### src/rtl/cdb_arbiter.sv
// Common data bus arbiter: each result producer owns a 2-entry FIFO of
// {lock index, result}. A round-robin arbiter pops one head per cycle into a
// registered CDB broadcast. Flush discards buffered and in-flight results.
module cdb_arbiter #(
  parameter int N_REQ   = 3,
  parameter int LOCK_W  = 5,
  parameter int DATA_W  = 32,
  parameter int NO_LOCK = 0,
  localparam int SRC_W  = (N_REQ > 1) ? $clog2(N_REQ) : 1
) (
  input  logic                      clk,
  input  logic                      rst,
  input  logic                      flush,
  input  logic [N_REQ-1:0]          req_valid,
  input  logic [N_REQ*LOCK_W-1:0]   req_index,
  input  logic [N_REQ*DATA_W-1:0]   req_result,
  output logic [N_REQ-1:0]          req_ready,
  output logic                      cdb_valid,
  output logic [LOCK_W-1:0]         cdb_index,
  output logic [DATA_W-1:0]         cdb_result,
  output logic [SRC_W-1:0]          cdb_src
);

  localparam logic [LOCK_W-1:0] IDLE_IDX = LOCK_W'(NO_LOCK);

  logic [LOCK_W-1:0] idx_mem [N_REQ][2];
  logic [DATA_W-1:0] res_mem [N_REQ][2];
  logic [1:0]        cnt     [N_REQ];
  logic [N_REQ-1:0]  rd_ptr;
  logic [N_REQ-1:0]  wr_ptr;
  logic [SRC_W-1:0]  rr_ptr;
  logic [SRC_W-1:0]  rr_next;
  logic [SRC_W-1:0]  grant;
  logic              grant_vld;
  logic [N_REQ-1:0]  push;
  logic [N_REQ-1:0]  pop;
  logic [LOCK_W-1:0] head_idx;
  logic [DATA_W-1:0] head_res;

  // Ready comes from registered occupancy only; NO_LOCK requests never enqueue.
  always_comb begin
    req_ready = '0;
    push      = '0;
    pop       = '0;
    for (int i = 0; i < N_REQ; i++) begin
      req_ready[i] = (cnt[i] != 2'd2);
      push[i]      = req_valid[i] && (cnt[i] != 2'd2) &&
                     (req_index[i*LOCK_W +: LOCK_W] != IDLE_IDX);
      pop[i]       = grant_vld && (grant == SRC_W'(i));
    end
  end

  // Round-robin search from rr_ptr over non-empty FIFOs, wrapping modulo N_REQ.
  always_comb begin
    int j;
    logic [SRC_W-1:0] cand;
    j         = 0;
    cand      = '0;
    grant_vld = 1'b0;
    grant     = '0;
    for (int k = 0; k < N_REQ; k++) begin
      j = int'(rr_ptr) + k;
      if (j >= N_REQ) j = j - N_REQ;
      cand = SRC_W'(j);
      if (!grant_vld && (cnt[cand] != 2'd0)) begin
        grant_vld = 1'b1;
        grant     = cand;
      end
    end
    rr_next  = (int'(grant) == N_REQ - 1) ? '0 : grant + SRC_W'(1);
    head_idx = idx_mem[grant][rd_ptr[grant]];
    head_res = res_mem[grant][rd_ptr[grant]];
  end

  // FIFO occupancy and pointers; a push and pop together leave the count unchanged.
  always_ff @(posedge clk) begin
    if (rst || flush) begin
      for (int i = 0; i < N_REQ; i++) cnt[i] <= 2'd0;
      rd_ptr <= '0;
      wr_ptr <= '0;
    end else begin
      for (int i = 0; i < N_REQ; i++) begin
        if (push[i]) wr_ptr[i] <= ~wr_ptr[i];
        if (pop[i])  rd_ptr[i] <= ~rd_ptr[i];
        case ({push[i], pop[i]})
          2'b10:   cnt[i] <= cnt[i] + 2'd1;
          2'b01:   cnt[i] <= cnt[i] - 2'd1;
          default: cnt[i] <= cnt[i];
        endcase
      end
    end
  end

  // FIFO payload storage; contents are only meaningful under a valid count.
  always_ff @(posedge clk) begin
    for (int i = 0; i < N_REQ; i++) begin
      if (push[i] && !rst && !flush) begin
        idx_mem[i][wr_ptr[i]] <= req_index[i*LOCK_W +: LOCK_W];
        res_mem[i][wr_ptr[i]] <= req_result[i*DATA_W +: DATA_W];
      end
    end
  end

  // Round-robin pointer moves past the winner; flush leaves it where it is.
  always_ff @(posedge clk) begin
    if (rst) begin
      rr_ptr <= '0;
    end else if (grant_vld && !flush) begin
      rr_ptr <= rr_next;
    end
  end

  // Registered CDB broadcast; idle bus carries NO_LOCK and a zero result.
  always_ff @(posedge clk) begin
    if (rst || flush) begin
      cdb_valid  <= 1'b0;
      cdb_index  <= IDLE_IDX;
      cdb_result <= '0;
      cdb_src    <= '0;
    end else if (grant_vld) begin
      cdb_valid  <= 1'b1;
      cdb_index  <= head_idx;
      cdb_result <= head_res;
      cdb_src    <= grant;
    end else begin
      cdb_valid  <= 1'b0;
      cdb_index  <= IDLE_IDX;
      cdb_result <= '0;
    end
  end

endmodule

### config.mk
export PLATFORM = sky130hd
export DESIGN_NAME = cdb_arbiter
export DESIGN_NICKNAME = d
export VERILOG_FILES = /design/src/rtl/cdb_arbiter.sv
export SDC_FILE = /design/constraint.sdc
export NUM_CORES = 1
export LEC_CHECK = 0
export BUFFER_PORTS_ARGS = -buffer_cell sky130_fd_sc_hd__buf_4
export CAP_MARGIN = 20
export CORE_MARGIN = 2
export CORE_UTILIZATION = 40
export DETAILED_ROUTE_END_ITERATION = 16
export GPL_TIMING_DRIVEN = 1
export SYNTH_ARGS = -nofsm -noshare
export SYNTH_HDL_FRONTEND = slang
export SYNTH_SLANG_ARGS = --single-unit
### constraint.sdc
create_clock -name clk -period 6.5 [get_ports clk]
set_input_delay 0.325 -clock clk [delete_from_list [all_inputs] [get_ports clk]]
set_output_delay 0.325 -clock clk [all_outputs]
set_load 0.02 [all_outputs]
-- Word-level counts from Yosys, hierarchy flattened
Memories as Yosys holds them, arrays and structs flattened.
Cells that the tools add are included.
- bits in registers: 48
- bits in latches: 0
- bits in writable memories: 228
- ROM bits: 0
- bits of input ports: 117
- output and inout port bits: 43
- word-level logic and storage cells: 184
- memories kept: 3
- add/subtract/negate cells: 12
- multiply operators: 0
- divide/modulo/power cells: 0
- order comparisons: 11
- eq/ne operators: 12
- shifts and indexed selects: 0
- multiplexer cells: 78
- bitwise gates (word level): 20
- reductions and logical operators: 37
- memories (memory ; depth ; width ; read ports ; clocked after memory_dff ; write ports ; RTL line ; source):
    res_mem ; 3 ; 64 ; 1 ; 0 ; 3 ; 27 ; logic [DATA_W-1:0] res_mem [N_REQ][2];
    idx_mem ; 3 ; 10 ; 1 ; 0 ; 3 ; 26 ; logic [LOCK_W-1:0] idx_mem [N_REQ][2];
    cnt ; 3 ; 2 ; 6 ; 0 ; 3 ; 28 ; logic [1:0] cnt [N_REQ];
- operator list (operator ; count):
    2-to-1 mux 32 bit ; 6
    2-to-1 mux 64 bit ; 3
    demux 32 bit (select 1 bit) ; 3
    2-to-1 mux 1 bit ; 37
    2-to-1 mux 2 bit ; 16
    2-to-1 mux 10 bit ; 3
    2-to-1 mux 5 bit ; 6
    logical AND 1 bit ; 21
    demux 5 bit (select 1 bit) ; 3
    nonzero test 5 bit ; 3
    equality test 2 bit (second input constant) ; 5
    greater-or-equal comparator 2 bit (second input constant) ; 5
    bitwise OR 1 bit ; 9
    adder 2 x 1 -> 2 bit (second input constant) ; 4
    equality test 2 x 1 -> 1 bit (second input constant) ; 4
    NOT 1 -> 2 bit ; 4
    OR reduction 2 bit ; 4
    NOT 1 bit ; 7
    greater-or-equal comparator 3 x 2 -> 1 bit (second input constant) ; 2
    < comparator 2 x 1 -> 1 bit (second input constant) ; 3
    inequality test 2 bit (second input constant) ; 3
    nonzero test 2 bit ; 3
    subtractor 2 x 1 -> 2 bit (second input constant) ; 3
    subtractor 2 bit (second input constant) ; 3
    7 further kinds ; 10

-- Logic depth before layout (Yosys ltp)
Gate-level depths: netlist of the first run.
An unclocked memory read counts as a cell.
- word-level depth: 20
- depth in mapped cells: 15

-- Least setup slack after synthesis of the first run
Ideal clock, no wire load.
- kind: register to register
- start point: mem cnt[2][0]
- end point: mem idx_mem[2][5] (netlist name), enable pin
- arrival time: 3.644 ns
- data required time: 6.023 ns
- setup slack: 2.379 ns
- cell stages (with the launch flop): 7
- path buffers: 0
- path through: edfxtp_1 inv_1 ha_1 inv_1 o311a_1 inv_1 nor3_1
- RTL lines (item ; RTL line):
    start, declared ; 28
    end, declared ; 26

==> out/metrics.csv, run 1 <==
metric,value,unit
H-tree lvl count,1,
"area leader, netlist",edfxtp_1,
Max Cap Viol,0,
Synth top cells by count,"edfxtp_1 (228), o211ai_1 (76), nor2_1 (57)",
CTS tree,done,
initial antenna violation count,1,
Fin Setup TNS,0,ps
top-area cell type share of the netlist area,62.8,%
largest net degree at the start of global routing,96,
crit-path max FO,62,
final worst path period need,4440,ps
Worst Setup End Kind,flop,
Max-slew headroom,32.2,%
WP data arrival,4710,ps
max incr delay on CP,770,ps
Layout area overhead,32.9,%
first drt pass iteration count,4,
Peak VDD IR,334,uV
first-pass GRT wire length,42400,um
Die H,169,um
Syn Std Cell Area,0.0109,sq mm
Worst path slowest cell,buf_4,
syn_area_per_cell,14.6,sq um
Starting DRT DRC Count,520,
post-cts sizing count,0,
most frequent cell after synthesis,edfxtp_1,
routed via count,7333,
final net count,1130,
number of port buffers,159,
CTS buffer count,30,
"Slew Viols, Final",0,
Post-Syn Instances,749,
# rows,60,
Root Driver,clkbuf_16,
Worst Hold Class,in -> reg,
Initial Util,40.6,%
Seq cells post-synth,276,
clk slew on worst S/H paths,60,ps
RSZ-0062 raised after global routing,false,
I/O pin total,160,
Post-synth EDFFs,228,
Final Hold Violating Endpoints,0,
Pwr Density,440,mW/mm^2
number of routed nets with antenna violations,0,
die area,0.0286,sq mm
die span in x,169,um
CP Launch Type,flop,
CTS max path bufs,3,
Bufs and invs on worst path,4,
Least-Margin Pin Slew,1010,ps
Leak,5.39,nW
most frequent CP cell,buf_4,
Routed WL per cell,20.4,um
total global-route track usage,19.4,%
warnings from Yosys,0,
crit-path cells,inv_1 -> ha_1 -> nor3_1 -> a211oi_4 -> buf_4 -> nand4b_1 -> buf_4 -> o21a_4 -> buf_4 -> nor2_1 -> ha_1 -> xor2_1 -> xnor2_1 -> nor2_1,
hpwl dp,15400,um
Unique masters post-synth,41,
status,finished clean,
Synth Net Count,875,
Synth area leaders,"edfxtp_1 (63%), dfxtp_1 (8.8%), o211ai_1 (5.2%)",
Routed WL,28000,um
FMAX,225,MHz
sequential fraction of the synthesis area,71.6,%
Pwr Total,6.37,mW
clk_skew,11.1,ps
Vias/cell,5.35,
Post-synth ARST share,0,%
crit path kind,reg -> reg,
Setup Viol. Count Final,0,
total grt overflow,0,
Clock Sinks,276,
number of fill cells,2198,
ratio of cells with drive above 1 in the final layout,22.6,%
top_reg_cell synth,edfxtp_1,
Clock Latency Late Sink,550,ps
Tcrit/Tclk final,68.3,%
GPL Wtd Cong,0.815,
number of remaining DRC errors,0,
critical path data required time,6780,ps
core area,0.0269,sq mm
"delay-heaviest family, CP",buffers and inverters,
vias in the first global route,7461,
[layout make-up]
type                    instances  area, sq um  area share (%)
flip-flops and latches        276         7810            53.9
well taps                     341          427            2.95
repair buffers                285         2430            16.8
diodes                          1         2.50          0.0173
inverters                      47          176            1.22
clock buffers                  49          903            6.24
clock inverters                 7         38.8           0.268
multi-input cells             364         2700            18.6
[cell families after synthesis]
kind of cell               after synthesis  synth area share (%)
DFF                                    276                  71.6
AOI/OAI and AO/OA                      210                  14.6
buffers and inverters                  109                  4.13
and+or+nand+nor                         95                  4.03
muxes                                   40                  3.74
xor gates and xnor gates                10                 0.804
adders and majority gates                9                  1.03
[worst min-delay path, cell delays in order]
cell and delay (ps):
buf_4 110, o21ai_0 80, a21oi_1 110
[sequential cells by signal, indices dropped and copies added (netlist names)]
name / count
cnt: 6
res_mem: 192
wr_ptr: 3
cdb_result: 32
idx_mem: 30
rd_ptr: 3
cdb_src: 2
rr_ptr: 2
cdb_valid: 1
cdb_index: 5
[routing by layer]
metal  share of wire [%]  global-route usage [%]  vias to the layer above
li1                    -                       -                     3447
met1                  44                    25.6                     3636
met2                  49                    33.3                      205
met3                 4.6                    2.76                       45
met4                 2.7                    5.87                        0
met5                   0                       0                        -
[what timing repair did]
item,4_1_cts,5_1_grt
endpoints found under the hold margin,224,0
hold buffers,112,0
buffers inserted,0,0
[path summary, 6_finish.rpt]
kind	start	endpoint	slack [ps]	cells past startpoint
setup / recovery	rr_ptr[0]	cnt[1][1]	2060	14
hold / removal	flush	rr_ptr[0]	130	3
setup reg to reg	rr_ptr[0]	cnt[1][1]	2060	14
hold reg to reg	cdb_src[1]	cdb_src[1]	500	2
[power breakdown]
part | leakage (nW) | internal [mW] | switching [mW] | total, mW
registers | 2.47 | 2.09 | 0.0833 | 2.17
clock network | 0.459 | 0.944 | 0.662 | 1.61
logic | 2.46 | 1.03 | 1.56 | 2.59
total | 5.39 | 4.07 | 2.31 | 6.37
[per-stage QoR]
| step | hold WS, ps | utilization (%) | cell area [sq um] | cells | setup WS [ps] |
|---|---|---|---|---|---|
| 2_1_floorplan | 394 | - | 10900 | 749 | 2380 |
| 3_3_place_gp | 491 | 46.1 | 12400 | 1200 | 2090 |
| 3_5_place_dp | 492 | 46.1 | 12400 | 1200 | 2030 |
| 4_1_cts | 106 | 53.8 | 14500 | 1368 | 2010 |
| 5_1_grt | 118 | 53.9 | 14500 | 1370 | 1760 |
| 6_report | 128 | 53.9 | 14500 | 1370 | 2060 |
[cells in the final DEF (no fill, tap or decap), types with 2 or more instances in the layout]
cell / Yosys / final
nor2_1: 57 / 57
mux2_2: 2 / 2
o21ai_0: 5 / 5
nor2b_1: 2 / 2
clkinv_2: 0 / 3
mux2i_1: 37 / 37
clkinv_1: 0 / 2
or3_1: 4 / 4
nand2_1: 5 / 5
inv_1: 47 / 47
nand3_1: 3 / 3
or2_2: 2 / 2
buf_4: 1 / 172
or4_1: 3 / 3
o2111ai_1: 37 / 37
a221o_1: 37 / 37
edfxtp_1: 228 / 228
nor3_2: 0 / 5
xnor2_1: 8 / 8
clkbuf_1: 45 / 12
ha_1: 9 / 9
xor2_1: 2 / 2
dfxtp_1: 48 / 48
clkbuf_8: 0 / 6
nand2b_1: 3 / 2
a21oi_1: 47 / 47
clkbuf_16: 0 / 31
o211ai_1: 76 / 76
dlygate4sd3_1: 0 / 112
or4b_1: 2 / 2
nor3_1: 10 / 5
No activity file was read; power rests on OpenSTA's default activity.
==> inputs of run 2 (changes only) <==
Clock period 6.5 ns to 4.25 ns, I/O delays scaled along.
==> run 2 against run 1 <==
Core utilization rose by 0.070 points. Global-route usage is essentially flat. Clock skew down 4.9 ps. First-iteration DRC count is 2.7% higher. Count of clock-buffer cells in the layout fell by 12. Largest cell class unchanged. Sequential share of layout area is 0.070 points lower. Worst hold slack got worse by 94 ps. Sequential power grew 53%. Combinational power rose by 55%.
==> out/metrics.csv, run 2 (synthesis gave the netlist of run 1 again) <==
metric,value,unit
Hold Crit Endpoint,rr_ptr[1],
final worst path period need,3270,ps
r2r setup slk,980,ps
Routed WL,27800,um
number of flip-flops in the largest register,192,
Clock Sinks,276,
sequential cell area,0.00781,sq mm
WP data arrival,3660,ps
"Slew Viols, Final",0,
Reg-to-Reg Start,rr_ptr[0],
Routed WL per cell,20.2,um
Max-slew headroom,36.9,%
Worst Hold Class,in -> reg,
RR Endpoint,cnt[2][1],
clk slew on worst S/H paths,60,ps
vias in the first global route,7445,
Pwr Density,669,mW/mm^2
Layout area overhead,33.1,%
Least-Margin Pin Slew,942,ps
post-cts sizing count,0,
critical path data required time,4640,ps
Worst Setup End Kind,flop,
hpwl dp,17200,um
ratio of cells with drive above 1 in the final layout,23.3,%
Root Driver,clkbuf_16,
crit path kind,reg -> reg,
Vias/cell,5.35,
most frequent cells in the layout,"edfxtp_1 (228), buf_4 (181), dlygate4sd3_1 (112)",
first-pass GRT wire length,42500,um
r2r worst-path depth,10,
CTS buffer count,29,
largest net degree at the start of global routing,75,
final net count,1138,
first drt pass iteration count,5,
number of remaining DRC errors,0,
total global-route track usage,19.3,%
final non-filler cell total,1376,
I/O pin total,160,
Leak,5.41,nW
total grt overflow,0,
Starting DRT DRC Count,534,
Fin Setup TNS,0,ps
number of fill cells,2238,
crit-path max FO,16,
status,finished clean,
die span in x,169,um
Tcrit/Tclk final,77.0,%
Clock Latency Late Sink,540,ps
GPL Wtd Cong,0.788,
Setup Viol. Count Final,0,
Initial Util,40.6,%
initial antenna violation count,1,
Max Cap Viol,0,
number of routed nets with antenna violations,0,
Pwr Total,9.70,mW
H-tree lvl count,1,
Placed Cells incl. Taps,1209,
Die H,169,um
CTS max path bufs,3,
Final Hold Violating Endpoints,0,
die area,0.0286,sq mm
CP Launch Type,flop,
Hold Path Cell Cnt,4,
Multi-input gate area,0.00270,sq mm
CTS tree,done,
Hold Startpoint,flush,
routed via count,7366,
FMAX,306,MHz
number of port buffers,159,
core area,0.0269,sq mm
# rows,60,
Peak VDD IR,371,uV
RSZ-0062 raised after global routing,false,
clk_skew,6.12,ps
"most common cell after layout, fill and taps aside",edfxtp_1,
[run 2: changes by cell type in the layout (fill, tap and decap cells not counted)]
cell	previous run	this run
clkbuf_16	31	29
bufinv_16	0	1
clkbuf_8	6	3
clkinv_1	2	6
clkinv_4	0	2
inv_6	1	0
clkbuf_1	12	5
buf_4	172	181
clkinv_2	3	6
[run 2: worst max-delay path by stage]
stage	slack (ps)	start	endpoint	cells after the start
floorplan	130	cnt[2][0]	idx_mem[2][5]	6
global placement	1070	rr_ptr[0]	cnt[1][1]	12
detailed placement	1000	rr_ptr[0]	cnt[2][1]	10
CTS	980	rr_ptr[0]	cnt[2][1]	10
global route	750	rr_ptr[0]	cnt[2][1]	10
finish	980	rr_ptr[0]	cnt[2][1]	10
[run 2: critical path, stage by stage, from the launching register on]
cell	delay, ps
dfxtp_1	370
inv_1	80
ha_1	390
nor2b_1	170
o22ai_1	180
o211a_2	490
a21oi_1	230
nor3_1	380
ha_1	320
or3_1	380
a21oi_1	140
[run 2: per-stage QoR]
stage / hold slack [ps] / setup slack, ps / utilization (%) / cell area [sq um]
6_report: 34.6 / 979 / 54.0 / 14500
4_1_cts: 16.2 / 982 / 53.9 / 14500
5_1_grt: 29.6 / 748 / 54.0 / 14500
3_5_place_dp: 400 / 996 / 46.4 / 12500
2_1_floorplan: 282 / 129 / - / 10900
3_3_place_gp: 400 / 1070 / 46.4 / 12500
[run 2: layout make-up]
type                    count  share of cell area, %
diodes                      1                 0.0173
clock buffers              37                   5.42
clock inverters            16                  0.742
inverters                  47                   1.22
multi-input cells         364                   18.6
flip-flops and latches    276                   53.8
well taps                 341                   2.94
repair buffers            294                   17.2
[run 2: routing by layer]
layer	wire, um	part of all wire [%]	global-route usage (%)
met3	1370	4.9	2.71
met5	0	0	0
met4	647	2.3	5.13
met1	12100	44	26.3
met2	13600	49	32.8
[run 2: report_power, final]
| part | switching (mW) | total (mW) | internal (mW) |
|---|---|---|---|
| clock network | 1.00 | 2.36 | 1.36 |
| registers | 0.130 | 3.33 | 3.20 |
| logic | 2.41 | 4.02 | 1.61 |
[run 2: what timing repair did]
item	CTS	global route
hold endpoints to repair	224	0
hold buffers	112	0
setup buffers	0	0
